==> src/rtl/mips_main_control_fsm.sv <==
// mips_main_control_fsm
// ---------------------------------------------------------------------------
// Multi-cycle main control unit for the MIPS core. One state per clock walks
// each instruction through fetch, decode, execute, memory and writeback. The
// datapath control word is decoded from the current state. The FETCH strobes
// IRWrite/PC_EN and the DECODE ILLEGAL_OP pulse also depend on the inputs.
//
// Ports
//   CLK, RST        clock (rising edge), asynchronous active-high reset
//   OPCODE[5:0]     IR[31:26], stable from DECODE onward
//   MEM_RDY         memory completes the current access this cycle
//   PC_EN           unconditional PC write
//   PCWrite_*       branch-qualified PC writes (BEQ/BNE/BLEZ/BGTZ/BLTZ)
//   IorD, MemRead, MemWrite, IRWrite, RegDst, MemtoReg, RegWrite, ALUSrcA,
//   ALUSrcB[1:0], ALUOp[1:0], PCSource[1:0]   datapath controls
//   ILLEGAL_OP      one-cycle pulse in DECODE on an unsupported opcode
//   STATE[3:0]      current state encoding, for debug
// ---------------------------------------------------------------------------
module mips_main_control_fsm #(
  parameter int unsigned MEM_HANDSHAKE = 1
) (
  input  logic       CLK,
  input  logic       RST,
  input  logic [5:0] OPCODE,
  input  logic       MEM_RDY,
  output logic       PC_EN,
  output logic       PCWrite_BEQ,
  output logic       PCWrite_BNE,
  output logic       PCWrite_BLEZ,
  output logic       PCWrite_BGTZ,
  output logic       PCWrite_BLTZ,
  output logic       IorD,
  output logic       MemRead,
  output logic       MemWrite,
  output logic       IRWrite,
  output logic       RegDst,
  output logic       MemtoReg,
  output logic       RegWrite,
  output logic       ALUSrcA,
  output logic [1:0] ALUSrcB,
  output logic [1:0] ALUOp,
  output logic [1:0] PCSource,
  output logic       ILLEGAL_OP,
  output logic [3:0] STATE
);

  localparam logic [3:0] S_FETCH     = 4'd0;
  localparam logic [3:0] S_DECODE    = 4'd1;
  localparam logic [3:0] S_MEM_ADDR  = 4'd2;
  localparam logic [3:0] S_MEM_READ  = 4'd3;
  localparam logic [3:0] S_MEM_WB    = 4'd4;
  localparam logic [3:0] S_MEM_WRITE = 4'd5;
  localparam logic [3:0] S_R_EXEC    = 4'd6;
  localparam logic [3:0] S_R_WB      = 4'd7;
  localparam logic [3:0] S_BRANCH    = 4'd8;
  localparam logic [3:0] S_JUMP      = 4'd9;
  localparam logic [3:0] S_I_EXEC    = 4'd10;
  localparam logic [3:0] S_I_WB      = 4'd11;

  localparam logic [5:0] OP_RTYPE = 6'b000000;
  localparam logic [5:0] OP_LW    = 6'b100011;
  localparam logic [5:0] OP_SW    = 6'b101011;
  localparam logic [5:0] OP_BEQ   = 6'b000100;
  localparam logic [5:0] OP_BNE   = 6'b000101;
  localparam logic [5:0] OP_BLEZ  = 6'b000110;
  localparam logic [5:0] OP_BGTZ  = 6'b000111;
  localparam logic [5:0] OP_BLTZ  = 6'b000001;
  localparam logic [5:0] OP_J     = 6'b000010;
  localparam logic [5:0] OP_ADDI  = 6'b001000;
  localparam logic [5:0] OP_ANDI  = 6'b001100;
  localparam logic [5:0] OP_ORI   = 6'b001101;
  localparam logic [5:0] OP_SLTI  = 6'b001010;

  logic [3:0] state_q, state_d;
  // High while RST is asserted and for the remainder of the cycle in which
  // it is released, so the first real FETCH cycle begins on a clean edge.
  logic       in_rst_q;
  logic       rdy;

  assign rdy = (MEM_HANDSHAKE != 0) ? MEM_RDY : 1'b1;

  always_ff @(posedge CLK or posedge RST) begin
    if (RST) begin
      in_rst_q <= 1'b1;
      state_q  <= S_FETCH;
    end else begin
      in_rst_q <= 1'b0;
      state_q  <= in_rst_q ? S_FETCH : state_d;
    end
  end

  always_comb begin
    state_d      = S_FETCH;
    PC_EN        = 1'b0;
    PCWrite_BEQ  = 1'b0;
    PCWrite_BNE  = 1'b0;
    PCWrite_BLEZ = 1'b0;
    PCWrite_BGTZ = 1'b0;
    PCWrite_BLTZ = 1'b0;
    IorD         = 1'b0;
    MemRead      = 1'b0;
    MemWrite     = 1'b0;
    IRWrite      = 1'b0;
    RegDst       = 1'b0;
    MemtoReg     = 1'b0;
    RegWrite     = 1'b0;
    ALUSrcA      = 1'b0;
    ALUSrcB      = 2'b00;
    ALUOp        = 2'b00;
    PCSource     = 2'b00;
    ILLEGAL_OP   = 1'b0;

    case (state_q)
      S_FETCH: begin
        MemRead = 1'b1;
        ALUSrcB = 2'b01;
        // IR load and PC+4 commit only on the completing cycle, so the PC
        // advances exactly once however long the fetch stalls.
        IRWrite = rdy;
        PC_EN   = rdy;
        state_d = rdy ? S_DECODE : S_FETCH;
      end
      S_DECODE: begin
        ALUSrcB = 2'b11;
        case (OPCODE)
          OP_RTYPE:                                   state_d = S_R_EXEC;
          OP_LW, OP_SW:                               state_d = S_MEM_ADDR;
          OP_BEQ, OP_BNE, OP_BLEZ, OP_BGTZ, OP_BLTZ:  state_d = S_BRANCH;
          OP_J:                                       state_d = S_JUMP;
          OP_ADDI, OP_ANDI, OP_ORI, OP_SLTI:          state_d = S_I_EXEC;
          default: begin
            ILLEGAL_OP = 1'b1;
            state_d    = S_FETCH;
          end
        endcase
      end
      S_MEM_ADDR: begin
        ALUSrcA = 1'b1;
        ALUSrcB = 2'b10;
        state_d = (OPCODE == OP_SW) ? S_MEM_WRITE : S_MEM_READ;
      end
      S_MEM_READ: begin
        MemRead = 1'b1;
        IorD    = 1'b1;
        state_d = rdy ? S_MEM_WB : S_MEM_READ;
      end
      S_MEM_WB: begin
        RegWrite = 1'b1;
        MemtoReg = 1'b1;
      end
      S_MEM_WRITE: begin
        MemWrite = 1'b1;
        IorD     = 1'b1;
        state_d  = rdy ? S_FETCH : S_MEM_WRITE;
      end
      S_R_EXEC: begin
        ALUSrcA = 1'b1;
        ALUOp   = 2'b10;
        state_d = S_R_WB;
      end
      S_R_WB: begin
        RegWrite = 1'b1;
        RegDst   = 1'b1;
      end
      S_BRANCH: begin
        ALUSrcA      = 1'b1;
        ALUOp        = 2'b01;
        PCSource     = 2'b01;
        PCWrite_BEQ  = (OPCODE == OP_BEQ);
        PCWrite_BNE  = (OPCODE == OP_BNE);
        PCWrite_BLEZ = (OPCODE == OP_BLEZ);
        PCWrite_BGTZ = (OPCODE == OP_BGTZ);
        PCWrite_BLTZ = (OPCODE == OP_BLTZ);
      end
      S_JUMP: begin
        PCSource = 2'b10;
        PC_EN    = 1'b1;
      end
      S_I_EXEC: begin
        ALUSrcA = 1'b1;
        ALUSrcB = 2'b10;
        ALUOp   = 2'b11;
        state_d = S_I_WB;
      end
      S_I_WB: begin
        RegWrite = 1'b1;
      end
      default: begin
        // Unreachable codes 12-15: outputs stay 0, recover to FETCH.
        state_d = S_FETCH;
      end
    endcase

    // Reset blanks the whole control word, including Mealy terms.
    if (in_rst_q) begin
      PC_EN        = 1'b0;
      PCWrite_BEQ  = 1'b0;
      PCWrite_BNE  = 1'b0;
      PCWrite_BLEZ = 1'b0;
      PCWrite_BGTZ = 1'b0;
      PCWrite_BLTZ = 1'b0;
      IorD         = 1'b0;
      MemRead      = 1'b0;
      MemWrite     = 1'b0;
      IRWrite      = 1'b0;
      RegDst       = 1'b0;
      MemtoReg     = 1'b0;
      RegWrite     = 1'b0;
      ALUSrcA      = 1'b0;
      ALUSrcB      = 2'b00;
      ALUOp        = 2'b00;
      PCSource     = 2'b00;
      ILLEGAL_OP   = 1'b0;
    end
  end

  assign STATE = in_rst_q ? 4'd0 : state_q;

endmodule

==> config.mk <==
export PLATFORM = sky130hd
export DESIGN_NAME = mips_main_control_fsm
export DESIGN_NICKNAME = d
export VERILOG_FILES = /design/src/rtl/mips_main_control_fsm.sv
export SDC_FILE = /design/constraint.sdc
export NUM_CORES = 1
export LEC_CHECK = 0
export ABC_AREA = 1
export BUFFER_PORTS_ARGS = -buffer_cell sky130_fd_sc_hd__buf_2
export CAP_MARGIN = 20
export CORE_MARGIN = 2
export CORE_UTILIZATION = 30
export CTS_BUF_LIST = sky130_fd_sc_hd__clkbuf_4 sky130_fd_sc_hd__clkbuf_8
export DETAILED_ROUTE_END_ITERATION = 16
export PLACE_DENSITY = 0.61
export SLEW_MARGIN = 30
export SYNTH_ARGS = -nofsm -noshare
export SYNTH_HDL_FRONTEND = slang
export SYNTH_SLANG_ARGS = --single-unit
==> constraint.sdc <==
create_clock -name CLK -period 3.35 [get_ports CLK]
set_clock_uncertainty 0.1 [all_clocks]
set_input_delay 0.1675 -clock CLK [delete_from_list [all_inputs] [get_ports CLK]]
set_output_delay 0.1675 -clock CLK [all_outputs]
set_load 0.02 [all_outputs]
==> run_summary.xml <==
<?xml version="1.0" encoding="UTF-8"?>
<metrics>
  <group name="cts">
    <metric name="clock-sinks" unit="">5</metric>
    <metric name="cts_tree" unit="">built</metric>
    <metric name="tritoncts.num_buffers" unit="">3</metric>
    <metric name="htreeDepth" unit="">1</metric>
    <metric name="cts-root-buf" unit="">clkbuf_4</metric>
    <metric name="clk_latency" unit="ps">230</metric>
    <metric name="cts_setup_buffers" unit="">0</metric>
    <metric name="clock_path_buffers" unit="">2</metric>
    <metric name="clock_slew_at_reported_path_ffs" unit="ps">40</metric>
  </group>
  <group name="setup_path">
    <metric name="cp_data_arrival_time" unit="ps">1620</metric>
    <metric name="critical_path_required" unit="ps">3080</metric>
    <metric name="crit_path_max_incr_delay" unit="ps">740</metric>
    <metric name="critical_path.startpoint_type" unit="">flip-flop</metric>
    <metric name="setup.worst_path.class" unit="">flip-flop to output port</metric>
    <metric name="critPathMaxFanout" unit="">18</metric>
    <metric name="setup.worst_path.end_class" unit="">output port</metric>
    <metric name="crit_path_cell_trace" unit="">inv_2 &gt; nand2_1 &gt; nor3_1 &gt; a31o_2 &gt; buf_2</metric>
    <metric name="slowest_library_cell_on_the_worst_path" unit="">dfstp_2</metric>
  </group>
  <group name="power_and_ir_drop">
    <metric name="power-per-cell-area" unit="nW/µm²">213.0</metric>
    <metric name="share_comb_of_total_power" unit="">0.288</metric>
    <metric name="power.total" unit="µW">201.2</metric>
    <metric name="internal_power" unit="µW">135.3</metric>
    <metric name="switchingPower" unit="µW">65.91</metric>
    <metric name="p_leak" unit="µW">0.0005878</metric>
    <metric name="sequential_share_of_power" unit="">0.341</metric>
    <metric name="clock_power_share" unit="">0.371</metric>
    <metric name="netSwitchingFraction" unit="">0.3276</metric>
    <metric name="max-vdd-ir-drop" unit="mV">0.2469</metric>
  </group>
  <group name="synthesis">
    <metric name="xor_and_xnor_fraction_of_the_mapped_netlist_area" unit="">0</metric>
    <metric name="ys_seq_elements" unit="">5</metric>
    <metric name="synth_seq_area_share" unit="">0.1772</metric>
    <metric name="yosysTopAreaCellShare" unit="">0.1789</metric>
    <metric name="synthDistinctLibCells" unit="">23</metric>
    <metric name="dominantRegCellSynth" unit="">dfrtp_1</metric>
    <metric name="syn_area" unit="µm²">713.2</metric>
    <metric name="synth_mux_area_frac" unit="">0</metric>
    <metric name="synthesis.instances" unit="">133</metric>
    <metric name="avgSynthCellArea" unit="µm²">5.362</metric>
    <metric name="yosysTopAreaCell" unit="">nor2_1</metric>
    <metric name="synth_top_family_by_area" unit="">simple AND/OR/NAND/NOR gates</metric>
    <metric name="complex_gate_fraction_of_the_synthesized_area" unit="">0.07895</metric>
    <metric name="synth-warning-count" unit="">0</metric>
    <metric name="synth_edf_count" unit="">0</metric>
    <metric name="post_synthesis_net_count" unit="">142</metric>
    <metric name="yosys.area_share.adder" unit="">0</metric>
    <metric name="synthSimpleGateAreaFrac" unit="">0.6105</metric>
    <metric name="synth.area.top_cells" unit="">nor2_1 18%, nand2_1 16%, dfrtp_1 14%, inv_1 7.4%, nand3_1 7.0%</metric>
    <metric name="ys_async_sr_fraction" unit="">1.000</metric>
  </group>
  <group name="die">
    <metric name="fp.dieArea" unit="µm²">2783</metric>
    <metric name="chipHeight" unit="µm">52.76</metric>
    <metric name="start_util" unit="">0.3193</metric>
    <metric name="die_width" unit="µm">52.76</metric>
    <metric name="ioPinCount" unit="">34</metric>
    <metric name="num_rows" unit="">17</metric>
    <metric name="placeableCoreArea" unit="µm²">2233</metric>
  </group>
  <group name="timing">
    <metric name="grt_setup_unrepaired" unit="">no</metric>
    <metric name="timing_hold_violations_final" unit="">0</metric>
    <metric name="timing.final.setup_violations" unit="">0</metric>
    <metric name="worst_case_hold_slack" unit="ps">257.6</metric>
    <metric name="period_needed" unit="ps">1887</metric>
    <metric name="totalNegativeSetupSlack" unit="ps">0</metric>
    <metric name="maxClockFrequency" unit="MHz">529.9</metric>
    <metric name="final_min_period_over_clock_period" unit="">0.5633</metric>
    <metric name="final_max_slew_viol_count" unit="">0</metric>
  </group>
  <group name="global_route">
    <metric name="number_of_global_route_vias_before_repair" unit="">815</metric>
    <metric name="grt.total_usage" unit="">0.1570</metric>
    <metric name="global_route_wire_length_before_repair" unit="µm">3353</metric>
    <metric name="initial_antenna_violation_count" unit="">0</metric>
    <metric name="global_route.overflow_total" unit="">0</metric>
    <metric name="grt_max_degree" unit="">19</metric>
  </group>
  <group name="min_path">
    <metric name="hold_crit_class" unit="">primary input to flip-flop</metric>
  </group>
  <group name="job">
    <metric name="maxCapViolCount" unit="">0</metric>
  </group>
  <group name="placed_design">
    <metric name="gp_weighted_congestion" unit="">0.8197</metric>
    <metric name="place_hpwl" unit="µm">1685</metric>
    <metric name="numPortBuffers" unit="">33</metric>
    <metric name="post-place-cells" unit="">192</metric>
    <metric name="placement.cell_area" unit="µm²">904.6</metric>
  </group>
  <group name="cells_and_area">
    <metric name="n_antenna_cell" unit="">0</metric>
    <metric name="non_filler_cells_final" unit="">197</metric>
    <metric name="areaGrowthSynthToFinish" unit="%">32.46</metric>
    <metric name="final_layout_size_suffix_gt1_frac" unit="">0.3669</metric>
    <metric name="final_design_area_no_fill" unit="µm²">944.7</metric>
    <metric name="layout.nets" unit="">179</metric>
    <metric name="layout.cells.most_common_list" unit="">34 x nor2_1, 33 x buf_2, 30 x nand2_1</metric>
    <metric name="layout_commonest_cell" unit="">nor2_1</metric>
  </group>
  <group name="drt">
    <metric name="vias" unit="">901</metric>
    <metric name="first_iter_violations" unit="">16</metric>
    <metric name="drc" unit="">0</metric>
    <metric name="firstDrtPassIters" unit="">4</metric>
    <metric name="final_antenna_net_count" unit="">0</metric>
    <metric name="drt-total-wl" unit="µm">1980</metric>
    <metric name="route.detailed.vias_per_inst" unit="">4.574</metric>
    <metric name="detail_route.wl_per_cell" unit="µm">10.05</metric>
  </group>
  <group name="status">
    <metric name="run_status" unit="">finished clean</metric>
  </group>
</metrics>
layer usage:
layer | share of wire | wire length (µm) | GRT usage | vias to the layer above
met1 | 0.51 | 1019 | 0.2148 | 400
met4 | 0.0091 | 18 | 0.05128 | 0
met2 | 0.45 | 896 | 0.2542 | 15
met5 | 0 | 0 | 0 | -
met3 | 0.023 | 46 | 0.01714 | 2
li1 | - | - | - | 484
flip-flops by register name, summed over array words and instances (netlist names):
register / cells
in_rst_q: 1
state_q: 4
stage by stage:
stage	util	worst slack, ps
3_3_place_gp	0.4050	1747
6_report	0.4230	1463
3_5_place_dp	0.4050	1718
4_1_cts	0.4230	1458
2_1_floorplan	-	1651
5_1_grt	0.4230	1372
worst paths after layout:
kind	start	end	slack, ps	cells after the start
max	in_rst_q	RegWrite	1460	5
min	MEM_RDY	state_q[2]	260	5
max reg2reg	in_rst_q	state_q[3]	1940	5
min reg2reg	in_rst_q	state_q[2]	550	1
max in group asynchronous	RST	in_rst_q	2640	3
min in group asynchronous	RST	state_q[2]	270	3
area by class of cell:
class | instances | area, µm²
Multi-Input combinational cell | 104 | 495.5
Tap cell | 28 | 35.03
Clock buffer | 4 | 30.03
Timing Repair Buffer | 34 | 175.2
Fill cell | 256 | 1289
Inverter | 22 | 82.58
Sequential cell | 5 | 126.4
cells in the mapped netlist, types with 2 or more instances:
cell	instances
nand2_2	6
nor3_1	8
nor2_1	34
inv_1	14
inv_2	8
a21oi_1	2
nand2_4	2
dfrtp_1	4
nand2_1	30
o21ai_2	2
nor2_4	2
nand3_1	10
power by group through the flow:
stage          Sequential [µW]  Combinational (µW)  Clock, µW
3_5_place_dp              69.3                57.4          0
3_3_place_gp              69.1                56.9          0
4_1_cts                   68.6                58.4       77.6
2_1_floorplan             65.4                41.4          0
6_report                  68.6                58.0       74.6
5_1_grt                   69.0                65.5       80.0
timing repair:
item / in CTS / in global routing
endpoints found under the hold margin: 5 / 0
resized for setup: 0 / 0
hold buffers: 1 / 0
critical path, delay by kind of cell (launching register included):
family                 cells  cell delay [ps]
AOI/OAI and AO/OA          1              210
buffers and inverters      2              270
and+or+nand+nor            2              160
DFF                        1              740
cells by family (layout without fill, tap and decap cells):
family / count (synthesis) / count (layout)
simple gates: 95 / 95
buf+inv: 24 / 60
other cells: 1 / 1
compound gates: 8 / 8
flops: 5 / 5
Note: power is estimated with default switching activity, not from simulation.
